## src/rtl/sdram_word_port.sv

```systemverilog
// sdram_word_port: adapts 32-bit word requests with byte enables onto a byte-wide,
// non-bursting SDRAM controller. Reads are one controller read of the full word;
// writes are one controller byte write per enabled lane, in ascending lane order.
module sdram_word_port #(
  parameter int unsigned ADDR_WIDTH = 23,
  parameter int unsigned DATA_WIDTH = 32
) (
  input  logic                  clk,
  input  logic                  reset,
  input  logic                  req_valid,
  output logic                  req_ready,
  input  logic                  req_we,
  input  logic [ADDR_WIDTH-3:0] req_addr,
  input  logic [DATA_WIDTH-1:0] req_wdata,
  input  logic [3:0]            req_be,
  output logic                  resp_valid,
  output logic [DATA_WIDTH-1:0] resp_rdata,
  output logic                  mem_rd,
  output logic                  mem_wr,
  output logic [ADDR_WIDTH-1:0] mem_addr,
  output logic [7:0]            mem_din,
  input  logic [DATA_WIDTH-1:0] mem_dout32,
  input  logic                  mem_data_ready,
  input  logic                  mem_busy
);

  typedef enum logic [1:0] {StIdle, StIssue, StGuard, StWait} state_e;

  state_e                state_q, state_d;
  logic                  we_q;
  logic [ADDR_WIDTH-3:0] addr_q;
  logic [DATA_WIDTH-1:0] wdata_q;
  logic [3:0]            be_q, be_d;  // lanes still to be written
  logic [1:0]            lane;
  logic                  accept, empty_write, issue_go, done;
  logic                  resp_valid_d, mem_rd_d, mem_wr_d;
  logic [ADDR_WIDTH-1:0] mem_addr_d;
  logic [7:0]            mem_din_d;

  assign req_ready   = (state_q == StIdle);
  assign accept      = req_valid & req_ready;
  assign empty_write = req_we && (req_be == 4'b0000);
  // WAIT either finishes the op or chains straight into the next lane.
  assign done        = (state_q == StWait) && !mem_busy && (!we_q || (be_q == 4'b0000));
  assign issue_go    = !mem_busy && ((state_q == StIssue) ||
                       ((state_q == StWait) && we_q && (be_q != 4'b0000)));

  // Lowest set bit of the remaining lane mask.
  always_comb begin
    lane = 2'd0;
    for (int i = 3; i >= 0; i--) begin
      if (be_q[i]) lane = 2'(i);
    end
  end

  // State register.
  always_ff @(posedge clk) begin
    if (reset) state_q <= StIdle;
    else       state_q <= state_d;
  end

  // Next-state logic.
  always_comb begin
    state_d = state_q;
    unique case (state_q)
      StIdle:  if (accept && !empty_write) state_d = StIssue;
      StIssue: if (!mem_busy) state_d = StGuard;
      StGuard: state_d = StWait;
      StWait:  if (!mem_busy) state_d = done ? StIdle : StGuard;
      default: state_d = StIdle;
    endcase
  end

  // Next values for the registered command/response outputs.
  always_comb begin
    resp_valid_d = 1'b0;
    mem_rd_d     = 1'b0;
    mem_wr_d     = 1'b0;
    mem_addr_d   = mem_addr;
    mem_din_d    = mem_din;
    be_d         = be_q;
    if (accept && empty_write) resp_valid_d = 1'b1;
    if (done) resp_valid_d = 1'b1;
    if (issue_go) begin
      if (we_q) begin
        mem_wr_d   = 1'b1;
        mem_addr_d = {addr_q, lane};
        mem_din_d  = wdata_q[{lane, 3'b000} +: 8];
        be_d       = be_q & ~(4'b0001 << lane);
      end else begin
        mem_rd_d   = 1'b1;
        mem_addr_d = {addr_q, 2'b00};
      end
    end
  end

  // Request capture at acceptance; remaining mask shrinks as lanes issue.
  always_ff @(posedge clk) begin
    if (reset) begin
      we_q    <= 1'b0;
      addr_q  <= '0;
      wdata_q <= '0;
      be_q    <= 4'b0000;
    end else if (accept) begin
      we_q    <= req_we;
      addr_q  <= req_addr;
      wdata_q <= req_wdata;
      be_q    <= req_be;
    end else begin
      be_q    <= be_d;
    end
  end

  // Registered outputs and read-data capture.
  always_ff @(posedge clk) begin
    if (reset) begin
      resp_valid <= 1'b0;
      resp_rdata <= '0;
      mem_rd     <= 1'b0;
      mem_wr     <= 1'b0;
      mem_addr   <= '0;
      mem_din    <= 8'h00;
    end else begin
      resp_valid <= resp_valid_d;
      mem_rd     <= mem_rd_d;
      mem_wr     <= mem_wr_d;
      mem_addr   <= mem_addr_d;
      mem_din    <= mem_din_d;
      if (mem_data_ready && !we_q && (state_q != StIdle)) resp_rdata <= mem_dout32;
    end
  end

endmodule

```

## config.mk

```make
export PLATFORM = sky130hd
export DESIGN_NAME = sdram_word_port
export DESIGN_NICKNAME = d
export VERILOG_FILES = /design/src/rtl/sdram_word_port.sv
export SDC_FILE = /design/constraint.sdc
export NUM_CORES = 1
export LEC_CHECK = 0
export CELL_PAD_IN_SITES_DETAIL_PLACEMENT = 0
export CELL_PAD_IN_SITES_GLOBAL_PLACEMENT = 1
export CORE_MARGIN = 4
export CORE_UTILIZATION = 35
export CTS_CLUSTER_DIAMETER = 50
export DETAILED_ROUTE_END_ITERATION = 8
export PLACE_DENSITY = 0.84
export SLEW_MARGIN = 20
export SYNTH_ARGS = -nofsm -noshare
export SYNTH_HDL_FRONTEND = slang
export SYNTH_SLANG_ARGS = --single-unit
```

## constraint.sdc

```tcl
create_clock -name clk -period 2.2 [get_ports clk]
set_input_delay 0.33 -clock clk [delete_from_list [all_inputs] [get_ports clk]]
set_output_delay 0.33 -clock clk [all_outputs]
set_load 0.1 [all_outputs]
```

==> results of run 1 <==
[metal layers]
layer / vias up / share of wire
met5: - / 0.0016
met4: 2 / 0.014
met3: 16 / 0.070
met2: 100 / 0.49
met1: 1970 / 0.42
li1: 2144 / -
[cell usage after synthesis]
cell type	instances	area share
nor2_1	24	0.019
a21oi_1	93	0.10
nor3b_1	1	0.0016
nor4_1	3	0.0040
nor3_1	2	0.0022
o22ai_1	9	0.012
a31oi_1	1	0.0013
a21oi_2	1	0.0019
a21o_1	1	0.0016
or3_1	1	0.0013
a32o_1	8	0.017
o211ai_1	9	0.015
mux2i_1	21	0.045
nand2b_1	3	0.0040
a211oi_1	1	0.0016
and2_1	1	0.0013
o41ai_2	1	0.0035
nand3_1	1	0.0011
or2_2	8	0.011
nand2_1	188	0.15
or3b_1	1	0.0019
a211o_1	1	0.0019
buf_6	2	0.0048
dfxtp_1	126	0.54
clkbuf_1	20	0.016
nor2_4	1	0.0024
nor3b_2	1	0.0027
nor2b_1	3	0.0040
buf_4	2	0.0032
inv_1	4	0.0032
o21ai_0	1	0.0011
nand3b_1	1	0.0016
buf_2	17	0.018
[layout make-up]
cell class,instances,area [sq um],area share
Inverter,4,15.0,0.00222
Multi-Input combinational cell,386,1930,0.286
Tap cell,172,215,0.0319
Clock inverter,2,10.0,0.00148
Clock buffer,26,489,0.0724
Timing Repair Buffer,173,1570,0.232
Sequential cell,126,2520,0.373
[state kept, by name, indices dropped and copies added, names as in the netlist]
name        cells
mem_rd          1
mem_din         8
mem_addr       23
wdata_q        32
resp_rdata     32
we_q            1
mem_wr          1
be_q            4
resp_valid      1
state_q         2
addr_q         21
[through the flow]
step / worst slack, ns / area [sq um] / cells / total power, mW / util
after floorplan: 0.392 / 4650 / 557 / 3.20 / -
after global placement: 0.309 / 6260 / 861 / 3.54 / 0.488
after detailed placement: 0.237 / 6260 / 861 / 3.56 / 0.488
after CTS: 0.457 / 6760 / 889 / 5.97 / 0.527
after global routing: 0.335 / 6760 / 889 / 6.14 / 0.527
final: 0.476 / 6760 / 889 / 5.89 / 0.527
[where the power goes]
group	internal, mW	total [mW]	switching (mW)
clock network	1.50	2.39	0.892
registers	2.40	2.48	0.0707
logic	0.370	1.03	0.661
total	4.27	5.89	1.62
[cell usage in the layout (no fill, tap or decap), types with 4 or more instances in the layout]
cell type	n
a21oi_1	93
a32o_1	8
buf_4	77
clkbuf_1	6
clkbuf_16	17
clkdlybuf4s50_1	93
dfxtp_1	126
inv_1	4
mux2i_1	21
nand2_1	187
nor2_1	24
o211ai_1	9
o22ai_1	9
or2_2	8
[path summary, 6_finish.rpt]
path,start,slack [ns],cells past startpoint,end
hold / removal,reset,0.18,2,wdata_q[23]
hold reg to reg,addr_q[4],0.45,2,addr_q[4]
setup reg to reg,state_q[1],0.48,5,addr_q[19]
setup / recovery,state_q[1],0.48,5,addr_q[19]
[cell families (layout without fill, tap and decap cells)]
logic type,after synthesis,count (layout)
AOI/OAI and AO/OA,126,126
muxes,21,21
buffers and inverters,45,205
DFF,126,126
and+or+nand+nor,239,239
==> summary.txt, run 1 <==
Worst setup path
  • Startpoint class of the critical path: flop
  • Largest stage delay, worst path: 0.54 ns
  • Ordered cell list for the critical path: nor2_4 > and2_2 > buf_4 > nand2_1 > a21oi_1
  • Crit Path Category: reg2reg
  • Required time worst endpoint: 2.54 ns
  • Crit-path max FO: 27
  • Worst Path Arrival: 2.06 ns
  • Crit path max-delay cell type: and2_2
  • CP endpoint kind: flop
  • CP bufs+invs: 1
  • Cell family with most CP delay: simple AND/OR/NAND/NOR gates

Global routing
  • Met2 usage: 0.271
  • Initial antenna violation count: 1
  • GRT overflow: 0
  • Grt met1 use: 0.203
  • GR Util met3: 0.0604
  • Vias in the first global route: 4,079
  • First-pass GRT wire length: 19,900 um
  • GRT Overall Usage: 0.168
  • GRT busiest layer: met2
  • Largest net degree at the start of global routing: 42

Clock network
  • Clk_lat worst skew: 0.41 ns
  • Number of buffers created by CTS: 17
  • H-Tree Level Count: 4
  • Post-CTS Hold Fix Bufs: 0
  • CTS tree: yes
  • Postcts setup bufs: 0
  • CTS Sinks: 126
  • Clock-pin transition on the worst setup and hold timing paths: 0.05 ns
  • CTS Root Cell: clkbuf_16
  • Post-cts gate resize count: 0
  • CTS Buffer Depth: 2

Timing
  • Final Hold Viols: 0
  • RSZ-0062 raised after global routing: false
  • Worst-Margin Slew: 0.545 ns
  • Max-slew violation count: 0
  • Total Neg Setup Slack: 0 ns
  • Fin crit share: 0.784
  • Clk_skew: 0.00712 ns
  • Period minus WS final: 1.72 ns
  • Final hold slack: 0.185 ns
  • # setup viols final: 0
  • Max Freq: 580 MHz
  • Slew HR: 0.635

Synthesis
  • Syn Std Cell Area: 4650 sq um
  • Mapped Cells: 557
  • Mux share of post-synthesis cell area: 0.0452
  • Yosys reg bits: 126
  • Post-synthesis xor/xnor area fraction: 0
  • Post-Syn Area per Cell: 8.35 sq um
  • Mapped Nets: 652
  • Seq/Total Area, Yosys: 0.542
  • Ys Warns: 0
  • Compound-Gate Fraction of Synth Area: 0.157
  • Post-synthesis cell type count: 33
  • Synth Area in Simple Gates: 0.210
  • Synth Area in Adders: 0
  • Largest family of logic cells by synthesized area: simple AND/OR/NAND/NOR gates

Finish
  • Share of cells above drive strength 1: 0.162
  • # nets final: 803
  • Number of fill cells: 1,184
  • Area growth from synthesis to layout: 45.2%
  • N_diodes: 0

Floorplanning
  • Num rows: 41
  • Num ports: 162
  • Core box area: 12,800 sq um
  • Die Y: 123 um
  • Total die area: 15,200 sq um
  • Chip width: 123 um
  • Starting Density: 0.363

Power and ir drop
  • Power Density: 872 nW/um^2
  • Worst VDD drop: 491 uV
  • Lkg Pwr: 2.63 nW

Detailed routing
  • Wire length per cell: 14.5 um
  • Antenna Nets Post-Route: 0
  • DR DRC count: 0
  • WL final: 12,900 um
  • DR vias: 4,232
  • Iteration-0 DRC Markers: 201
  • Via-to-Cell Ratio: 4.76
  • Drt pass-1 iters: 4

Run
  • Max-Cap Viols: 0

Placed design
  • Number of I/O port buffers: 161
  • Placer Congestion: 0.796
  • DP HPWL: 9260 um

Status
  • Status: finished, final reports clean

Worst hold path
  • Hold crit path type: in2reg
(Power assumes the default switching activity.)
==> inputs of run 2 (changes only) <==
--- a/config.mk
+++ b/config.mk
@@ -8,10 +8,10 @@
 export CELL_PAD_IN_SITES_DETAIL_PLACEMENT = 0
 export CELL_PAD_IN_SITES_GLOBAL_PLACEMENT = 1
 export CORE_MARGIN = 4
-export CORE_UTILIZATION = 35
+export CORE_UTILIZATION = 29
 export CTS_CLUSTER_DIAMETER = 50
 export DETAILED_ROUTE_END_ITERATION = 8
-export PLACE_DENSITY = 0.84
+export PLACE_DENSITY = 0.74
 export SLEW_MARGIN = 20
 export SYNTH_ARGS = -nofsm -noshare
 export SYNTH_HDL_FRONTEND = slang
==> constraint.sdc (replaced) <==
create_clock -name clk -period 1.4 [get_ports clk]
set_input_delay 0.21 -clock clk [delete_from_list [all_inputs] [get_ports clk]]
set_output_delay 0.21 -clock clk [all_outputs]
set_load 0.1 [all_outputs]
==> summary.txt, run 2 (synthesized netlist as in run 1, its figures left out) <==
Status
  • Status: finished, violations left
  • Failing checks: setup timing

Timing
  • # setup viols final: 23 (+23)
  • Total Neg Setup Slack: -0.237 ns (-0.237 ns)
  • Period minus WS final: 1.44 ns (-0.285 ns)
  • Final WS setup: -0.0386 ns (-0.515 ns)
  • Max Freq: 695 MHz (+20%)
  • Max-slew violation count: 0 (unchanged)
  • Slew HR: 0.769 (+0.134)
  • Clk_skew: 0.00817 ns (+0.00105 ns)
  • Worst-Margin Slew: 0.346 ns (-0.200 ns)
  • RSZ-0062 raised after global routing: true
  • Fin crit share: 1.03 (+0.244)
  • Final Hold Viols: 0 (unchanged)

Finish
  • Register Area: 2530 sq um (+0.45%)
  • Fin area: 8140 sq um (+20%)
  • Biggest regs: resp_rdata x32, wdata_q x32, mem_addr x23
  • Most frequent cells in the layout: nand2_1, dfxtp_1, a21oi_1, clkdlybuf4s50_1, buf_12
  • Number of fill cells: 1,428 (+21%)
  • Commonest non-fill, non-tap cell in the layout: nand2_1
  • Multi-input logic area: 1980 sq um (+2.2%)
  • Area growth from synthesis to layout: 75.0%
  • Share of cells above drive strength 1: 0.219 (+0.0575)
  • # nets final: 830 (+3.4%)
  • N_diodes: 0 (unchanged)

Floorplanning
  • Num ports: 162 (unchanged)
  • Total die area: 18,100 sq um (+19%)
  • Starting Density: 0.294 (-0.0688)
  • Chip width: 135 um (+9.2%)
  • Num rows: 46 (+12%)
  • Die Y: 135 um (+9.2%)
  • Core box area: 15,800 sq um (+23%)

Detailed routing
  • Via-to-Cell Ratio: 4.55 (-4.4%)
  • WL final: 14,000 um (+9.3%)
  • Drt pass-1 iters: 4 (unchanged)
  • Iteration-0 DRC Markers: 233 (+16%)
  • DR vias: 4,387 (+3.7%)
  • Antenna Nets Post-Route: 0 (unchanged)
  • DR DRC count: 0 (unchanged)
  • Wire length per cell: 14.6 um (+0.78%)

Global routing
  • GRT overflow: 0 (unchanged)
  • Largest net degree at the start of global routing: 35 (-17%)
  • Vias in the first global route: 4,410 (+8.1%)
  • Initial antenna violation count: 0 (-1)
  • GRT Overall Usage: 0.158 (-0.0101)
  • First-pass GRT wire length: 22,600 um (+14%)

Clock network
  • Clk_lat worst skew: 0.42 ns (about the same)
  • CTS Root Cell: clkbuf_16
  • CTS Sinks: 126 (unchanged)
  • Clock-pin transition on the worst setup and hold timing paths: 0.05 ns (about the same)
  • CTS Buffer Depth: 2 (unchanged)
  • Number of buffers created by CTS: 17 (unchanged)
  • Post-CTS Hold Fix Bufs: 0 (unchanged)
  • CTS tree: yes
  • H-Tree Level Count: 4 (unchanged)

Placed design
  • Number of I/O port buffers: 161 (unchanged)
  • Placer Congestion: 0.778 (-2.3%)
  • Placed inst area: 7340 sq um (+17%)
  • DP HPWL: 10,300 um (+12%)
  • Post-Place Setup Slack: -0.226 ns (-0.464 ns)

Run
  • Max-Cap Viols: 0 (unchanged)

Worst setup path
  • Worst Path Arrival: 1.74 ns (-0.32 ns)
  • Worst setup startpoint: be_q[2]
  • Required time worst endpoint: 1.70 ns (-0.84 ns)
  • Worst setup path endpoint: mem_din[6]
  • Reg-to-reg slack, setup: -0.04 ns (-0.51 ns)
  • Crit Path Category: reg2reg
  • FF-to-FF End: mem_din[6]
  • CP endpoint kind: flop
  • Crit-path max FO: 8 (-70%)
  • FF-to-FF path depth: 5 (unchanged)
  • Startpoint class of the critical path: flop
  • Reg2reg start: be_q[2]

Power and ir drop
  • Lkg Pwr: 3.07 nW (+16%)
  • Power Density: 1340 nW/um^2 (+53%)
  • Worst VDD drop: 864 uV (+76%)

Worst hold path
  • Hold crit path type: in2reg
==> run 2: cell types whose count changed in the layout (fill, tap and decap cells not counted), sizes merged <==
cell      before  now
buf           80  106
bufinv         0    6
clkbuf        26   19
clkinv         2    4
clkinvlp       0    3
inv            4    5
==> run 2: worst max-delay path: stages, from the launching register on <==
cell and delay, ns:
dfxtp_2 0.38, inv_1 0.11, buf_4 0.19, o22ai_1 0.19
o211ai_1 0.17, a32o_1 0.29
==> run 2: how the worst min path moves through the flow <==
stage,depth (start not counted),startpoint,slack (ns),end
6_report,2,reset,0.08,be_q[3]
5_1_grt,2,reset,0.07,we_q
3_3_place_gp,2,addr_q[12],0.44,addr_q[12]
4_1_cts,2,reset,0.05,be_q[1]
2_1_floorplan,2,req_be[3],0.35,be_q[3]
3_5_place_dp,2,wdata_q[1],0.45,wdata_q[1]
==> run 2: cell type report <==
cell class,count,share of cell area
repair buffers,200,0.327
flip-flops and latches,126,0.311
multi-input cells,386,0.243
clock buffers,18,0.0540
well taps,216,0.0332
clock inverters,14,0.0294
inverters,4,0.00184
==> run 2: metal layers <==
| metal | routed length (um) | vias to the layer above | track usage | share of wire |
|---|---|---|---|---|
| met5 | 0 | - | 0 | 0 |
| met4 | 283 | 0 | 0.0622 | 0.020 |
| met3 | 947 | 20 | 0.0626 | 0.067 |
| met2 | 6700 | 128 | 0.247 | 0.48 |
| met1 | 6110 | 2034 | 0.195 | 0.44 |
| li1 | - | 2205 | - | - |
==> run 2: power breakdown <==
group | switching (mW) | internal [mW] | total, mW
clock network | 1.63 | 3.39 | 5.02
registers | 0.146 | 3.78 | 3.92
logic | 1.09 | 0.865 | 1.96
==> run 2: per-stage QoR <==
stage               total power [mW]  hold WS (ns)  instances  utilization
floorplan                       5.07         0.346        557            -
global placement                5.86         0.442        928        0.463
detailed placement              5.89         0.448        928        0.463
CTS                             11.0        0.0515        961        0.509
global route                    11.3        0.0714        964        0.514
finish                          10.9        0.0835        964        0.514
==> run 2: what timing repair did <==
action                     4_1_cts  5_1_grt
hold endpoints to repair         0        0
resized for setup               11       11
gates cloned                     0        1
setup buffers                    1        2
pin swaps                        3        1
setup endpoints to repair       32       89
